===== src/rtl/ps2_pkg.sv =====
// ps2_pkg: shared definitions for the PS/2 host transmitter and receiver.
// Holds the FSM encoding, bus level constants and the us-to-cycles helper.
package ps2_pkg;

   typedef enum logic [2:0] {
      S_IDLE,
      S_INHIBIT,
      S_RELEASE,
      S_SHIFT,
      S_ACK,
      S_WAITIDLE
   } state_t;

   localparam logic ACK_LVL  = 1'b0;
   localparam logic NACK_LVL = 1'b1;

   localparam int unsigned CNT_W = 20;
   localparam logic [CNT_W-1:0] CNT_MAX = '1;

   function automatic logic [CNT_W-1:0] us2cyc(
      input int unsigned hz,
      input int unsigned us
   );
      return CNT_W'(hz / 1000000 * us);
   endfunction

endpackage


===== src/rtl/ps2_sync.sv =====
// ps2_sync: 2-flop synchronizer, optional settle filter, falling-edge strobe.
// Build macro PS2_SEND_FILTER_EN enables the 8-sample level filter.
module ps2_sync
   import ps2_pkg::*;
(
   input  logic clk_i,
   input  logic rst_i,
   input  logic raw_i,
   output logic level_o,
   output logic fall_o
);

   logic s1_q;
   logic s2_q;
   logic lvl;
   logic prev_q;
   logic fall_q;

   // two-flop synchronizer; resets high like an idle bus
   always_ff @(posedge clk_i) begin
      if (rst_i) begin
         s1_q <= 1'b1;
         s2_q <= 1'b1;
      end else begin
         s1_q <= raw_i;
         s2_q <= s1_q;
      end
   end

`ifdef PS2_SEND_FILTER_EN
   logic [2:0] run_q;
   logic       filt_q;

   // level follows the pin only after 8 consecutive differing samples
   always_ff @(posedge clk_i) begin
      if (rst_i) begin
         run_q  <= 3'd0;
         filt_q <= 1'b1;
      end else if (s2_q == filt_q) begin
         run_q <= 3'd0;
      end else if (run_q == 3'd7) begin
         run_q  <= 3'd0;
         filt_q <= s2_q;
      end else begin
         run_q <= run_q + 3'd1;
      end
   end

   assign lvl = filt_q;
`else
   assign lvl = s2_q;
`endif

   // registered 1->0 strobe on the settled level
   always_ff @(posedge clk_i) begin
      if (rst_i) begin
         prev_q <= 1'b1;
         fall_q <= 1'b0;
      end else begin
         prev_q <= lvl;
         fall_q <= prev_q & ~lvl;
      end
   end

   assign level_o = lvl;
   assign fall_o  = fall_q;

endmodule


===== src/rtl/ps2_send.sv =====
// ps2_send: host-to-keyboard byte transmitter with ACK/NACK and timeouts.
// Build macro PS2_SEND_FILTER_EN selects the filtered clock in ps2_sync.
module ps2_send
   import ps2_pkg::*;
#(
   parameter int unsigned CLK_HZ            = 50000000,
   parameter int unsigned INHIBIT_US        = 120,
   parameter int unsigned START_TIMEOUT_US  = 15000,
   parameter int unsigned PACKET_TIMEOUT_US = 2000
) (
   input  logic       clock50,
   input  logic       reset,
   input  logic       ps2_clk_i,
   input  logic       ps2_dat_i,
   output logic       ps2_clk_oe,
   output logic       ps2_dat_oe,
   input  logic [7:0] tx_data,
   input  logic       tx_start,
   output logic       tx_busy,
   output logic       tx_done,
   output logic       tx_error,
   output logic       rx_inhibit
);

   localparam logic [CNT_W-1:0] INH_CYC =
      us2cyc(CLK_HZ, INHIBIT_US);
   localparam logic [CNT_W-1:0] START_CYC =
      us2cyc(CLK_HZ, START_TIMEOUT_US);
   localparam logic [CNT_W-1:0] PKT_CYC =
      us2cyc(CLK_HZ, PACKET_TIMEOUT_US);

   localparam logic [CNT_W-1:0] INH_LAST   = INH_CYC - 20'd1;
   localparam logic [CNT_W-1:0] INH_DAT    = INH_CYC - 20'd2;
   localparam logic [CNT_W-1:0] START_LAST = START_CYC - 20'd1;
   localparam logic [CNT_W-1:0] PKT_LAST   = PKT_CYC - 20'd1;

   state_t           state_q;
   logic             clk_oe_q;
   logic             dat_oe_q;
   logic             busy_q;
   logic             done_q;
   logic             err_q;
   logic [CNT_W-1:0] cnt_q;
   logic [CNT_W-1:0] cnt_d;
   logic [CNT_W-1:0] pkt_q;
   logic [CNT_W-1:0] pkt_d;
   logic [3:0]       bit_q;
   logic [7:0]       data_q;
   logic             par_q;
   logic             dat_s1_q;
   logic             dat_s2_q;
   logic             clk_s;
   logic             clk_fall;
   logic             pkt_exp;

   ps2_sync u_clk_sync (
      .clk_i   (clock50),
      .rst_i   (reset),
      .raw_i   (ps2_clk_i),
      .level_o (clk_s),
      .fall_o  (clk_fall)
   );

   // data line only needs plain synchronization
   always_ff @(posedge clock50) begin
      if (reset) begin
         dat_s1_q <= 1'b1;
         dat_s2_q <= 1'b1;
      end else begin
         dat_s1_q <= ps2_dat_i;
         dat_s2_q <= dat_s1_q;
      end
   end

   // saturating next values for both timers
   always_comb begin
      cnt_d = cnt_q;
      pkt_d = pkt_q;
      if (cnt_q != CNT_MAX) cnt_d = cnt_q + 20'd1;
      if (pkt_q != CNT_MAX) pkt_d = pkt_q + 20'd1;
   end

   assign pkt_exp = (pkt_q == PKT_LAST);

   // transmit FSM; every output is a register
   always_ff @(posedge clock50) begin
      if (reset) begin
         state_q  <= S_IDLE;
         clk_oe_q <= 1'b0;
         dat_oe_q <= 1'b0;
         busy_q   <= 1'b0;
         done_q   <= 1'b0;
         err_q    <= 1'b0;
         cnt_q    <= '0;
         pkt_q    <= '0;
         bit_q    <= 4'd0;
         data_q   <= 8'd0;
         par_q    <= 1'b0;
      end else begin
         done_q <= 1'b0;
         err_q  <= 1'b0;
         unique case (state_q)
            S_IDLE: begin
               if (tx_start) begin
                  data_q   <= tx_data;
                  par_q    <= ~^tx_data;
                  cnt_q    <= '0;
                  pkt_q    <= '0;
                  bit_q    <= 4'd0;
                  clk_oe_q <= 1'b1;
                  busy_q   <= 1'b1;
                  state_q  <= S_INHIBIT;
               end
            end
            S_INHIBIT: begin
               cnt_q <= cnt_d;
               if (cnt_q == INH_LAST) begin
                  clk_oe_q <= 1'b0;
                  cnt_q    <= '0;
                  state_q  <= S_RELEASE;
               end else if (cnt_q == INH_DAT) begin
                  dat_oe_q <= 1'b1;
               end
            end
            S_RELEASE: begin
               cnt_q <= cnt_d;
               if (clk_fall) begin
                  bit_q    <= 4'd1;
                  dat_oe_q <= ~data_q[0];
                  pkt_q    <= '0;
                  state_q  <= S_SHIFT;
               end else if (cnt_q == START_LAST) begin
                  clk_oe_q <= 1'b0;
                  dat_oe_q <= 1'b0;
                  busy_q   <= 1'b0;
                  err_q    <= 1'b1;
                  state_q  <= S_IDLE;
               end
            end
            S_SHIFT: begin
               pkt_q <= pkt_d;
               if (pkt_exp) begin
                  clk_oe_q <= 1'b0;
                  dat_oe_q <= 1'b0;
                  busy_q   <= 1'b0;
                  err_q    <= 1'b1;
                  state_q  <= S_IDLE;
               end else if (clk_fall) begin
                  bit_q <= bit_q + 4'd1;
                  unique case (1'b1)
                     (bit_q < 4'd8):
                        dat_oe_q <= ~data_q[bit_q[2:0]];
                     (bit_q == 4'd8):
                        dat_oe_q <= ~par_q;
                     default: begin
                        dat_oe_q <= 1'b0;
                        state_q  <= S_ACK;
                     end
                  endcase
               end
            end
            S_ACK: begin
               pkt_q <= pkt_d;
               if (pkt_exp) begin
                  clk_oe_q <= 1'b0;
                  dat_oe_q <= 1'b0;
                  busy_q   <= 1'b0;
                  err_q    <= 1'b1;
                  state_q  <= S_IDLE;
               end else if (clk_fall) begin
                  if (dat_s2_q == ACK_LVL) begin
                     state_q <= S_WAITIDLE;
                  end else begin
                     busy_q  <= 1'b0;
                     err_q   <= 1'b1;
                     state_q <= S_IDLE;
                  end
               end
            end
            S_WAITIDLE: begin
               pkt_q <= pkt_d;
               if (pkt_exp) begin
                  clk_oe_q <= 1'b0;
                  dat_oe_q <= 1'b0;
                  busy_q   <= 1'b0;
                  err_q    <= 1'b1;
                  state_q  <= S_IDLE;
               end else if (clk_s && dat_s2_q) begin
                  busy_q  <= 1'b0;
                  done_q  <= 1'b1;
                  state_q <= S_IDLE;
               end
            end
            default: begin
               clk_oe_q <= 1'b0;
               dat_oe_q <= 1'b0;
               busy_q   <= 1'b0;
               state_q  <= S_IDLE;
            end
         endcase
      end
   end

   assign ps2_clk_oe = clk_oe_q;
   assign ps2_dat_oe = dat_oe_q;
   assign tx_busy    = busy_q;
   assign rx_inhibit = busy_q;
   assign tx_done    = done_q;
   assign tx_error   = err_q;

endmodule

===== config.mk =====
export PLATFORM = sky130hd
export DESIGN_NAME = ps2_send
export DESIGN_NICKNAME = d
export VERILOG_FILES = /design/src/rtl/ps2_pkg.sv /design/src/rtl/ps2_sync.sv /design/src/rtl/ps2_send.sv
export SDC_FILE = /design/constraint.sdc
export NUM_CORES = 1
export LEC_CHECK = 0
export CAP_MARGIN = 0
export CELL_PAD_IN_SITES_DETAIL_PLACEMENT = 0
export CELL_PAD_IN_SITES_GLOBAL_PLACEMENT = 1
export CORE_MARGIN = 2
export CORE_UTILIZATION = 25
export CTS_CLUSTER_SIZE = 10
export DETAILED_ROUTE_END_ITERATION = 10
export DONT_BUFFER_PORTS = 1
export PLACE_DENSITY_LB_ADDON = 0.15
export SYNTH_ARGS = -nofsm -noshare
export SYNTH_HDL_FRONTEND = slang
export SYNTH_SLANG_ARGS = --single-unit

===== constraint.sdc =====
create_clock -name clock50 -period 3.3 [get_ports clock50]
set_input_delay 0.33 -clock clock50 [delete_from_list [all_inputs] [get_ports clock50]]
set_output_delay 0.33 -clock clock50 [all_outputs]
set_load 0.01 [all_outputs]

==> impl_metrics.csv <==
group,metric,value,unit
run_status,status,"completed",
timing,setup_viol,0,
route,drt-pass1-iter-count,4,
synthesis,yosysTopAreaCellShare,0.370,
global_route,grt_usage,0.123,
synthesis,syn_area,3620,um2
job,maxCapViolCount,0,
die,dieArea,15500,um2
setup_path,worst_setup_path_end_kind,"flip-flop",
timing,finalWorstSetupSlack,0.669,ns
setup_path,critical_path_buf_inv_count,0,
final_layout,post-route-util,0.292,
setup_path,worstPathCellList,"ha_1 -> nand4_1 -> or4_1 -> and4b_1 -> nand3b_1 -> xor2_1 -> nor2_1",
placed_design,place.detailed.hpwl,6450,um
power,max-vdd-ir-drop,0.239,mV
timing,rsz0062_at_grt,"false",
timing,worst_pin_slew,0.802,ns
synthesis,yosysWarnings,0,
power,fin_total_pwr,2.58,mW
setup_path,critPathLaunchType,"flip-flop",
cts,cts_tree,"done",
route,vias,3134,
route,drtIter0Drc,135,
power,power_leakage,1.32,nW
setup_path,regToRegStartpoint,"pkt_q[0]",
min_path,hp-class,"input port to flip-flop",
cts,clk_latency,0.34,ns
cts,ctsResizeCount,0,
cts,cts_root_buf,"clkbuf_16",
synthesis,ys_ff_latch,67,
die,row_count,43,
synthesis,synth_edf_count,0,
cts,cts_max_level,3,
final_layout,layout_common_cells,"dfxtp_1, nor2_1, nand2_1",
route,wl_per_cell,14.7,um
power,pwr-share-comb,0.221,
cts,numCtsBuffers,9,
synthesis,synthTopCellsByArea,"dfxtp_1, xnor2_1, nor2_1, nand2_1, a21oi_1",
route,remaining_drc_errors,0,
timing,maxSlewHeadroom,0.461,
setup_path,critPathMaxStageDelay,0.75,ns
cts,ctsHoldBuffers,0,
die,core_region_area,14000,um2
final_layout,final_cells,622,
power,p_clk_frac,0.411,
timing,finClkSkew,0.00864,ns
timing,hold_viol,0,
die,num_io_pins,19,
global_route,grt_pass1_vias,2991,
route,routed_via_density,5.04,
setup_path,cp_slowest_cell,"and4b_1",
cts,clockBufferDepth,2,
global_route,antenna_found_initial,0,
power,p_sw_frac,0.313,
placed_design,dpl.cell_count,606,
timing,period_needed,2.63,ns
die,initial_core_util,0.259,
setup_path,required,3.52,ns
synthesis,ys_seq_area_frac,0.370,
placed_design,place_congestion,0.763,
placed_design,placed_area,3750,um2
final_layout,layout_commonest_cell,"dfxtp_1",
synthesis,synthesis.nets,467,
timing,fin_crit_sh,0.797,
power,p_switching,807,uW
power,p_per_area,632,nW/um2
final_layout,drive_gt1_frac,0.0905,
final_layout,fin_area,4080,um2
timing,hold_ws,0.0808,ns
timing,setup_tns,0,ns
synthesis,synthFlopType,"dfxtp_1",
placed_design,preCtsSetupSlack,0.673,ns
synthesis,yosysUniqueCellTypes,62,
setup_path,path_class,"flip-flop to flip-flop",
route,drt_wl_total,9140,um
final_layout,fin_nets,455,
setup_path,reg2reg_slack,0.67,ns
final_layout,insertedDiodeCount,0,
setup_path,cp_data_arrival_time,2.85,ns
global_route,grt_pass1_wl,15500,um
global_route,grt_max_degree,28,
cts,post-cts-setup-buffers,0,
synthesis,synth_top_cell_by_area,"dfxtp_1",
min_path,min_from,"reset",
setup_path,cp_top_family,"simple AND/OR/NAND/NOR gates",
setup_path,critPathLaunch,"pkt_q[0]",
route,drtAntennaViolNets,0,
final_layout,area_growth,12.8,%
setup_path,crit_fanout,21,
power,sequentialPowerShare,0.368,
die,die_h,124,um
synthesis,synthArstFlopShare,0,
die,die_w,124,um
synthesis,syn_inst,449,
cts,path_clk_slew,0.06,ns
synthesis,synth_area_per_cell,8.06,um2
cts,cts.sinks,67,
power,intPower,1.77,mW
placed_design,portBuffers,0,
global_route,overflow,0,
timing,fmax,0.380,GHz
timing,drv_slew,0,
final_layout,fillCellCount,1535,
registers in the layout (all words and copies together) (netlist names), 3 cells and up:
name	cells
bit_q	4
state_q	3
cnt_q	20
pkt_q	20
data_q	8
final cells by class:
| class | instances | area, um2 | share of cell area |
|---|---|---|---|
| Clock buffer | 11 | 253 | 0.0619 |
| Clock inverter | 5 | 75.1 | 0.0184 |
| Inverter | 13 | 48.8 | 0.0120 |
| Multi-Input combinational cell | 342 | 2110 | 0.517 |
| Sequential cell | 67 | 1340 | 0.329 |
| Tap cell | 180 | 225 | 0.0552 |
| Timing Repair Buffer | 4 | 30.0 | 0.00736 |
Yosys cell counts, types with 3 or more instances:
| library cell | n |
|---|---|
| dfxtp_1 | 67 |
| nor2_1 | 56 |
| nand2_1 | 44 |
| xnor2_1 | 32 |
| a21oi_1 | 25 |
| nand3_1 | 21 |
| clkbuf_1 | 18 |
| nor3_1 | 16 |
| nand4_1 | 15 |
| nor4_1 | 15 |
| inv_1 | 12 |
| o21ai_0 | 12 |
| xor2_1 | 10 |
| or2_2 | 8 |
| and3_1 | 7 |
| a211oi_1 | 6 |
| buf_2 | 5 |
| ha_1 | 5 |
| nand3b_1 | 5 |
| a31oi_1 | 4 |
| and2_1 | 4 |
| nand2b_1 | 4 |
| o31ai_1 | 4 |
| or4_1 | 4 |
| a311oi_1 | 3 |
| nor2b_1 | 3 |
| or3_1 | 3 |
worst paths after layout:
kind                            end  depth (start not counted)
setup / recovery          pkt_q[13]                          7
hold reg to reg   u_clk_sync.fall_o                          2
setup reg to reg          pkt_q[13]                          7
hold / removal             pkt_q[1]                          1
layer usage:
layer | up-vias | routed length, um | GRT usage
li1 | 1564 | - | -
met1 | 1487 | 4570 | 0.169
met2 | 71 | 4010 | 0.182
met3 | 12 | 391 | 0.0309
met4 | 0 | 175 | 0.0529
met5 | - | 0 | 0
power by group through the flow:
stage	sequential, mW	combinational (mW)	clock (mW)
floorplan	0.922	0.504	0
global placement	0.968	0.574	0
detailed placement	0.967	0.572	0
CTS	0.949	0.575	1.09
global route	0.960	0.651	1.13
finish	0.948	0.570	1.06
cells by family (layout without fill, tap and decap cells):
kind of cell | count (synthesis) | after routing | share of synthesized area
flops | 67 | 67 | 0.370
compound gates | 73 | 73 | 0.134
buf+inv | 40 | 33 | 0.0484
simple gates | 217 | 217 | 0.308
xor+xnor | 42 | 42 | 0.102
mux | 5 | 5 | 0.0211
fa+ha+maj | 5 | 5 | 0.0173
No activity file was read; power rests on OpenSTA's default activity.
